===== config.mk =====
export PLATFORM = sky130hd
export DESIGN_NAME = multicycle_control_flat
export DESIGN_NICKNAME = d
export VERILOG_FILES = /design/src/rtl/rv_ctrl_pkg.sv /design/src/rtl/multicycle_control_if.sv /design/src/rtl/mc_ctrl_decode.sv /design/src/rtl/multicycle_control.sv /design/src/flat_wrapper.sv
export SDC_FILE = /design/constraint.sdc
export NUM_CORES = 1
export LEC_CHECK = 0
export CAP_MARGIN = 20
export CORE_MARGIN = 2
export CORE_UTILIZATION = 47
export CTS_CLUSTER_SIZE = 14
export DETAILED_ROUTE_END_ITERATION = 10
export GPL_TIMING_DRIVEN = 0
export HOLD_SLACK_MARGIN = 0.15
export PLACE_DENSITY = 0.81
export SYNTH_ARGS = -nofsm -noshare
export SYNTH_HDL_FRONTEND = slang
export SYNTH_SLANG_ARGS = --single-unit

===== constraint.sdc =====
create_clock -name clock -period 5.2 [get_ports clock]
set_input_delay 1.56 -clock clock [delete_from_list [all_inputs] [get_ports clock]]
set_output_delay 1.56 -clock clock [all_outputs]
set_load 0.02 [all_outputs]

===== src/rtl/rv_ctrl_pkg.sv =====
// Shared constants and types for the multi-cycle RV32I-subset sequencing controller.
package rv_ctrl_pkg;

  localparam logic [6:0] OP_R      = 7'b0110011;
  localparam logic [6:0] OP_I      = 7'b0010011;
  localparam logic [6:0] OP_LOAD   = 7'b0000011;
  localparam logic [6:0] OP_STORE  = 7'b0100011;
  localparam logic [6:0] OP_BRANCH = 7'b1100011;
  localparam logic [6:0] OP_SYSTEM = 7'b1110011;

  typedef enum logic [2:0] {
    S_IF   = 3'd0,
    S_ID   = 3'd1,
    S_EX   = 3'd2,
    S_MEM  = 3'd3,
    S_WB   = 3'd4,
    S_HALT = 3'd5
  } state_t;

  typedef enum logic [1:0] {
    ALU_ADD   = 2'b00,
    ALU_SUB   = 2'b01,
    ALU_FUNCT = 2'b10
  } alu_op_t;

  typedef struct packed {
    alu_op_t op;
    logic    src;
  } alu_ctrl_t;

  // ALU setup chosen in EX and held through MEM/WB so the address/result stays stable.
  function automatic alu_ctrl_t alu_ctrl(input logic [6:0] opcode);
    alu_ctrl_t c;
    case (opcode)
      OP_R:               c = '{op: ALU_FUNCT, src: 1'b0};
      OP_I:               c = '{op: ALU_FUNCT, src: 1'b1};
      OP_LOAD, OP_STORE:  c = '{op: ALU_ADD,   src: 1'b1};
      OP_BRANCH:          c = '{op: ALU_SUB,   src: 1'b0};
      default:            c = '{op: ALU_ADD,   src: 1'b0};
    endcase
    return c;
  endfunction

endpackage


===== src/rtl/multicycle_control_if.sv =====
// Controller-to-datapath bundle: opcode/flags/ready in, strobes and status out.
interface multicycle_control_if #(parameter int unsigned CNT_W = 32);
  logic [6:0]       opcode;
  logic             imemReady;
  logic             memReady;
  logic             aluZero;
  logic             pcWrite;
  logic             pcSrc;
  logic             irWrite;
  logic             regwrite;
  logic             memRead;
  logic             memWrite;
  logic             aluSrc;
  logic             memtoReg;
  logic [1:0]       aluOp;
  logic             illegal;
  logic             halted;
  logic [CNT_W-1:0] instret;
  logic [2:0]       state;

  modport master (
    input  opcode, imemReady, memReady, aluZero,
    output pcWrite, pcSrc, irWrite, regwrite, memRead, memWrite,
           aluSrc, memtoReg, aluOp, illegal, halted, instret, state
  );

  modport slave (
    output opcode, imemReady, memReady, aluZero,
    input  pcWrite, pcSrc, irWrite, regwrite, memRead, memWrite,
           aluSrc, memtoReg, aluOp, illegal, halted, instret, state
  );
endinterface


===== src/rtl/mc_ctrl_decode.sv =====
// Purely combinational strobe and next-state decode for the multi-cycle controller.
module mc_ctrl_decode
  import rv_ctrl_pkg::*;
(
  input  logic [2:0] state,
  input  logic [6:0] opcode,
  input  logic       aluZero,
  input  logic       imemReady,
  input  logic       memReady,
  output state_t     next_state,
  output logic       pcWrite,
  output logic       pcSrc,
  output logic       irWrite,
  output logic       regwrite,
  output logic       memRead,
  output logic       memWrite,
  output logic       aluSrc,
  output logic       memtoReg,
  output logic [1:0] aluOp,
  output logic       illegal,
  output logic       halted,
  output logic       retire
);

  alu_ctrl_t ex;

  assign ex     = alu_ctrl(opcode);
  assign retire = pcWrite & ~illegal;

  always_comb begin
    next_state = S_IF;
    pcWrite    = 1'b0;
    pcSrc      = 1'b0;
    irWrite    = 1'b0;
    regwrite   = 1'b0;
    memRead    = 1'b0;
    memWrite   = 1'b0;
    aluSrc     = 1'b0;
    memtoReg   = 1'b0;
    aluOp      = ALU_ADD;
    illegal    = 1'b0;
    halted     = 1'b0;

    case (state)
      S_IF: begin
        irWrite    = imemReady;
        next_state = imemReady ? S_ID : S_IF;
      end
      S_ID: begin
        case (opcode)
          OP_R, OP_I, OP_LOAD, OP_STORE, OP_BRANCH: next_state = S_EX;
          OP_SYSTEM:                                next_state = S_HALT;
          default: begin
            illegal = 1'b1;
            pcWrite = 1'b1;
          end
        endcase
      end
      S_EX: begin
        aluOp  = ex.op;
        aluSrc = ex.src;
        case (opcode)
          OP_R, OP_I:        next_state = S_WB;
          OP_LOAD, OP_STORE: next_state = S_MEM;
          OP_BRANCH: begin
            pcWrite = 1'b1;
            pcSrc   = aluZero;
          end
          default:           next_state = S_IF;
        endcase
      end
      S_MEM: begin
        aluOp  = ex.op;
        aluSrc = ex.src;
        case (opcode)
          OP_LOAD: begin
            memRead    = 1'b1;
            next_state = memReady ? S_WB : S_MEM;
          end
          OP_STORE: begin
            memWrite   = 1'b1;
            pcWrite    = memReady;
            next_state = memReady ? S_IF : S_MEM;
          end
          default:  next_state = S_IF;
        endcase
      end
      S_WB: begin
        aluOp    = ex.op;
        aluSrc   = ex.src;
        regwrite = 1'b1;
        pcWrite  = 1'b1;
        memtoReg = (opcode == OP_LOAD);
      end
      S_HALT: begin
        halted     = 1'b1;
        next_state = S_HALT;
      end
      default: next_state = S_IF;
    endcase
  end

endmodule


===== src/rtl/multicycle_control.sv =====
// Multi-cycle sequencer top: state register and retired-instruction counter.
module multicycle_control
  import rv_ctrl_pkg::*;
#(
  parameter int unsigned CNT_W = 32
) (
  input  logic                 clock,
  input  logic                 reset,
  multicycle_control_if.master bus
);

  state_t           state_q;
  state_t           next_state;
  logic             retire;
  logic [CNT_W-1:0] instret_q;

  mc_ctrl_decode u_decode (
    .state      (state_q),
    .opcode     (bus.opcode),
    .aluZero    (bus.aluZero),
    .imemReady  (bus.imemReady),
    .memReady   (bus.memReady),
    .next_state (next_state),
    .pcWrite    (bus.pcWrite),
    .pcSrc      (bus.pcSrc),
    .irWrite    (bus.irWrite),
    .regwrite   (bus.regwrite),
    .memRead    (bus.memRead),
    .memWrite   (bus.memWrite),
    .aluSrc     (bus.aluSrc),
    .memtoReg   (bus.memtoReg),
    .aluOp      (bus.aluOp),
    .illegal    (bus.illegal),
    .halted     (bus.halted),
    .retire     (retire)
  );

  always_ff @(posedge clock or posedge reset) begin
    if (reset) begin
      state_q   <= S_IF;
      instret_q <= '0;
    end else begin
      state_q <= next_state;
      if (retire) instret_q <= instret_q + 1'b1;
    end
  end

  assign bus.state   = state_q;
  assign bus.instret = instret_q;

endmodule


===== src/flat_wrapper.sv =====
// flat-port wrapper written by rule: the top's interface ports become plain ports
module multicycle_control_flat import rv_ctrl_pkg::*;
#(
  parameter int unsigned CNT_W = 32
)
  (clock, reset, bus_opcode, bus_imemReady, bus_memReady, bus_aluZero, bus_pcWrite, bus_pcSrc, bus_irWrite, bus_regwrite, bus_memRead, bus_memWrite, bus_aluSrc, bus_memtoReg, bus_aluOp, bus_illegal, bus_halted, bus_instret, bus_state);
  multicycle_control_if #(.CNT_W(CNT_W)) bus_i ();
  input  logic clock;
  input  logic reset;
  input wire logic [$bits(bus_i.opcode)-1:0] bus_opcode;
  input wire logic [$bits(bus_i.imemReady)-1:0] bus_imemReady;
  input wire logic [$bits(bus_i.memReady)-1:0] bus_memReady;
  input wire logic [$bits(bus_i.aluZero)-1:0] bus_aluZero;
  output wire logic [$bits(bus_i.pcWrite)-1:0] bus_pcWrite;
  output wire logic [$bits(bus_i.pcSrc)-1:0] bus_pcSrc;
  output wire logic [$bits(bus_i.irWrite)-1:0] bus_irWrite;
  output wire logic [$bits(bus_i.regwrite)-1:0] bus_regwrite;
  output wire logic [$bits(bus_i.memRead)-1:0] bus_memRead;
  output wire logic [$bits(bus_i.memWrite)-1:0] bus_memWrite;
  output wire logic [$bits(bus_i.aluSrc)-1:0] bus_aluSrc;
  output wire logic [$bits(bus_i.memtoReg)-1:0] bus_memtoReg;
  output wire logic [$bits(bus_i.aluOp)-1:0] bus_aluOp;
  output wire logic [$bits(bus_i.illegal)-1:0] bus_illegal;
  output wire logic [$bits(bus_i.halted)-1:0] bus_halted;
  output wire logic [$bits(bus_i.instret)-1:0] bus_instret;
  output wire logic [$bits(bus_i.state)-1:0] bus_state;
  assign bus_i.opcode = bus_opcode;
  assign bus_i.imemReady = bus_imemReady;
  assign bus_i.memReady = bus_memReady;
  assign bus_i.aluZero = bus_aluZero;
  assign bus_pcWrite = bus_i.pcWrite;
  assign bus_pcSrc = bus_i.pcSrc;
  assign bus_irWrite = bus_i.irWrite;
  assign bus_regwrite = bus_i.regwrite;
  assign bus_memRead = bus_i.memRead;
  assign bus_memWrite = bus_i.memWrite;
  assign bus_aluSrc = bus_i.aluSrc;
  assign bus_memtoReg = bus_i.memtoReg;
  assign bus_aluOp = bus_i.aluOp;
  assign bus_illegal = bus_i.illegal;
  assign bus_halted = bus_i.halted;
  assign bus_instret = bus_i.instret;
  assign bus_state = bus_i.state;
  multicycle_control #(.CNT_W(CNT_W)) u_core (.clock(clock), .reset(reset), .bus(bus_i));
endmodule

Word level (Yosys, flattened, before mapping):

Cells that the tools add are included.

* add/sub/neg operators: 1
* mux-type cells: 25
* bitwise logic cells: 2
* reductions and logical operators: 6
* equal/unequal tests: 11

Operator list (number)
* 32-bit by 1-bit adder with 32-bit output (second input constant): 1
* 3-bit case mux with 2 select lines: 3
* 1-bit 2-to-1 mux: 16
* 3-bit case mux with 5 select lines: 1
* 7-bit by 6-bit == test with 1-bit output (second input constant): 2
* 7-bit == test (second input constant): 2
* 3-bit case mux with 4 select lines: 1
* 7-bit by 2-bit == test with 1-bit output (second input constant): 1
* 7-bit by 5-bit == test with 1-bit output (second input constant): 1
* 3-bit by 2-bit == test with 1-bit output (second input constant): 2
* 3-bit == test (second input constant): 2
* 6-bit OR reduction: 1
* 5-bit OR reduction: 1
* 2-bit 2-to-1 mux: 2
* 1-bit case mux with 4 select lines: 1
* 2-bit OR reduction: 2
* 3-bit by 1-bit == test with 1-bit output (second input constant): 1
* 3-bit logical NOT: 1
* 3-bit 2-to-1 mux: 1
* 3-bit OR reduction: 1
* 1-bit bitwise AND: 1
* 1-bit NOT: 1

* logic and storage cells: 47
* output and inout port bits: 47
* bits of input ports: 12
* register bits: 35

Depth between registers and ports, before layout:

Gate-level depths: netlist of the first run.

* depth after elaboration: 6
* depth in mapped cells: 7
* mapped depth without buffers: 5

Hierarchy:

From an unflattened synthesis of the first run, not the netlist that was laid out.

* cell total of the unflattened synthesis: 165
* area total of the unflattened synthesis: 1858.0 µm²

By module, submodules not included
* multicycle_control: area an instance 1500.2 µm², instances 1, seq. area each 875.8 µm², cells each 118
* mc_ctrl_decode: area an instance 357.8 µm², instances 1, seq. area each 0.0 µm², cells each 47

Least setup slack after synthesis of the first run:

OpenSTA, ideal clock, no wires.

* kind: input-to-output
* from: in bus_opcode[2]
* to: out bus_memRead
* stages: 3
* buffers on the path: 0
* setup slack: 0.911 ns
* arrival time: 2.729 ns
* data required time: 3.640 ns
* cell sequence: and4bb_4 -> nand2b_1 -> nor4_1

* cells in the longest elaborated chain, start to end: 3

RTL lines
* start, declared: RTL line flat_wrapper.sv:10 `input wire logic [$bits(bus_i.opcode)-1:0] bus_opcode;`
* 7-bit by 2-bit == test with 1-bit output: RTL line mc_ctrl_decode.sv:75 `case (opcode)`
* 1-bit 2-to-1 mux: RTL line mc_ctrl_decode.sv:75
* 1-bit 2-to-1 mux: RTL line mc_ctrl_decode.sv:44 `case (state)`
* end, declared: RTL line flat_wrapper.sv:18 `output wire logic [$bits(bus_i.memRead)-1:0] bus_memRead;`

No other way between the ends.

Worst setup path in the final report of the first run:

* from: in bus_opcode[5]
* to: out bus_pcWrite

* cells in the longest elaborated chain, start to end: 4
* elaborated cells between the ends (all ways): 11
* classes of those cells: 6 x eq/ne; 4 x mux; 1 x reduce/logical

RTL lines
* 7-bit by 2-bit == test with 1-bit output, or another cell as far along: RTL line mc_ctrl_decode.sv:50 `case (opcode)`
* 6-bit OR reduction (no source line)
* 1-bit 2-to-1 mux: RTL line mc_ctrl_decode.sv:50
* 1-bit case mux with 4 select lines (*): RTL line mc_ctrl_decode.sv:44
* end, declared: RTL line flat_wrapper.sv:14 `output wire logic [$bits(bus_i.pcWrite)-1:0] bus_pcWrite;`

Mark *: on every way between the ends. The rest lies on a longest branch, timed or not.

==> results of run 1 <==
critical path, delay by kind of cell:
kind | cells | cell delay, ps
and+or+nand+nor | 2 | 360
buffers and inverters | 3 | 1310
AOI/OAI and AO/OA | 1 | 240
per-layer routing:
metal | track usage (%) | wire (um) | vias up | part of all wire, %
li1 | - | - | 736 | -
met1 | 26.5 | 1810 | 727 | 46
met2 | 32.8 | 1910 | 38 | 49
met3 | 4.22 | 154 | 7 | 3.9
met4 | 8.42 | 68 | 0 | 1.7
met5 | 0 | 0 | - | 0
metrics by stage:
| stage | instances | utilization, % | worst slack, ps | power, uW | cell area, sq um |
|---|---|---|---|---|---|
| global placement | 273 | 66.7 | 76.3 | 339 | 2480 |
| detailed placement | 274 | 67.5 | 69.0 | 343 | 2510 |
| finish | 282 | 70.6 | 183 | 584 | 2620 |
| global route | 282 | 70.6 | 81.1 | 609 | 2620 |
| CTS | 282 | 70.5 | 59.9 | 589 | 2620 |
| floorplan | 168 | - | 911 | 315 | 1850 |
power groups by stage:
| stage | clock network (uW) | logic, uW | registers, uW |
|---|---|---|---|
| 6_report | 247 | 57.2 | 280 |
| 5_1_grt | 265 | 62.5 | 281 |
| 4_1_cts | 251 | 57.6 | 280 |
| 3_5_place_dp | 0 | 57.4 | 285 |
| 3_3_place_gp | 0 | 54.2 | 285 |
| 2_1_floorplan | 0 | 26.1 | 289 |
worst paths after layout:
path | from | to | cells after the start
min in group asynchronous | reset | u_core.bus.instret[3]$_DFFE_PP0P_ | 2
worst min-delay path | u_core.bus.instret[29]$_DFFE_PP0P_ | u_core.bus.instret[29]$_DFFE_PP0P_ | 1
worst max register to register | u_core.bus.state[2]$_DFF_PP0_ | u_core.bus.instret[31]$_DFFE_PP0P_ | 6
worst max-delay path | bus_opcode[5] | bus_pcWrite | 6
max in group asynchronous | reset | u_core.bus.instret[18]$_DFFE_PP0P_ | 3
worst min register to register | u_core.bus.instret[29]$_DFFE_PP0P_ | u_core.bus.instret[29]$_DFFE_PP0P_ | 1
area by class of cell:
type	instances	area share (%)
plain buffers	4	1.43
well taps	48	2.29
multi-input cells	124	35.1
clock inverters	3	1.67
flip-flops and latches	35	33.4
inverters	5	0.715
clock buffers	5	2.62
repair buffers	58	22.8
registers in the layout, indices dropped and copies added (netlist names):
register and flops:
u_core.bus.state 3, u_core.bus.instret 32
Yosys cell counts, types with 2 or more instances:
cell type and instances:
a211oi_1 4, a211oi_4 2, and4bb_4 2, xnor2_1 26
nor4_1 2, and2_1 2, nor2_1 4, and4_1 4
buf_6 3, nand3_1 12, nand4_1 11, and3_1 7
nand2_1 15, xor2_1 5, and3b_1 2, nand3_2 2
nor3b_1 3, nor2b_1 3, nand2b_1 3, dfrtp_1 35
inv_1 5
cells by family (layout without fill, tap and decap cells):
kind of cell | Yosys count | count (layout) | share of synthesized area [%]
compound gates | 14 | 14 | 7.71
fa+ha+maj | 1 | 1 | 0.676
buf+inv | 9 | 75 | 3.04
flops | 35 | 35 | 47.4
mux | 1 | 1 | 0.609
simple gates | 77 | 77 | 25.9
xor+xnor | 31 | 31 | 14.7
==> results.json, run 1 <==
{
  "cp.arrival_ps": 3460,
  "drv_cap": 0,
  "synth_top_area_share_pct": 47.4,
  "drt-vias-per-instance": 5.35,
  "drv_slew": 0,
  "antenna_cells": 0,
  "clockBufferDepth": 2,
  "syn_area_per_cell_sq_um": 11.0,
  "wire_per_inst_um": 14.0,
  "hold_buffers": 0,
  "synth_flop_cell": "dfrtp_1",
  "cts_buffers": 5,
  "p_per_area_nw_per_um2": 223,
  "area_delta_synth_final_pct": 41.9,
  "antenna_found_initial": 0,
  "clk_latency_ps": 290,
  "hold_ws_ps": 485,
  "nets": 246,
  "start_util_pct": 49.8,
  "yosys.area.top_type": "dfrtp_1",
  "clkSinkCount": 35,
  "p_sw_share_pct": 23.8,
  "syn_nets": 181,
  "cts.reportedPaths.clkPinSlew_ps": 80,
  "slew_headroom_pct": 55.7,
  "dr.pass1.iters": 4,
  "cp-start-kind": "input port",
  "ant_nets": 0,
  "drtIter0Drc": 69,
  "synth_edf_count": 0,
  "cts_tree": "built",
  "slowest_delay_ps": 610,
  "fmax_mhz": 199,
  "p_clk_share_pct": 42.2,
  "worstMarginPinSlew_ps": 663,
  "dieArea_sq_um": 4450,
  "cp_slowest_cell": "clkdlybuf4s50_1",
  "p_int_uw": 445,
  "rsz0062_at_grt": "false",
  "cts_resized": 0,
  "most-common-layout-cells": "clkdlybuf4s50_1, dfrtp_1, xnor2_1, nand2_1, nand3_1",
  "required_ps": 3640,
  "yosys_warnings": 0,
  "worstSetupPathType": "in -> out",
  "synthesis.area_sq_um": 1850,
  "seq_power_share_pct": 48.0,
  "ys_types": 37,
  "die_h_um": 66.7,
  "tns_ps": 0,
  "port_buffers": 57,
  "cp_max_fo": 8,
  "grt_max_degree": 22,
  "htreeDepth": 2,
  "hpwl_um": 2970,
  "finalHoldViolCount": 0,
  "period_minus_slack_ps": 5020,
  "drc": 0,
  "holdCritPathClass": "reg -> reg",
  "ir_drop_v": 0.000176,
  "syn_inst": 168,
  "crit_chain": "clkdlybuf4s50_1 -> nand2b_1 -> a21boi_2 -> inv_1 -> nand3_1 -> clkdlybuf4s50_1",
  "clock-skew-final_ps": 7.06,
  "die_w_um": 66.7,
  "fill_cells": 297,
  "power.leakage_uw": 0.00105,
  "ys_seq_area_share_pct": 47.4,
  "grt-ovfl-total": 0,
  "outcome": "completed",
  "grt_pass1_vias": 1406,
  "r2r_slack_ps": 3300,
  "synth_area_leaders": "dfrtp_1, xnor2_1, nand4_1, nand3_1, nand2_1",
  "place.gp.congestion": 0.763,
  "setup_viol": 0,
  "layout_worst_path_cycle_share_pct": 96.5,
  "multi_input_area_sq_um": 921,
  "cts-root-buf": "clkbuf_8",
  "final_common_cell": "clkdlybuf4s50_1",
  "grtUsageTotal_pct": 20.3,
  "core_sq_um": 3720,
  "async_flop_share_pct": 100,
  "cts_setup_buffers": 0,
  "drive_above_1_share_pct": 9.83,
  "num_io_pins": 59,
  "p_comb_share_pct": 9.8,
  "grt_first_pass_wirelength_um": 6780,
  "cpMostUsedCell": "clkdlybuf4s50_1",
  "seqCellArea_sq_um": 876,
  "vias": 1508,
  "cp-end-kind": "primary output",
  "synth-seq-cells": 35,
  "wirelength_um": 3950,
  "p_switching_uw": 139,
  "std_cell_rows": 22
}
(Power assumes the default switching activity.)
==> run 2: changes to the inputs <==
SKIP_CTS_REPAIR_TIMING = 1   (was unset)
TNS_END_PERCENT = 1   (was unset)
==> results of run 2 <==
Same layout as run 1: the final DEF is identical, and so are final timing and power.
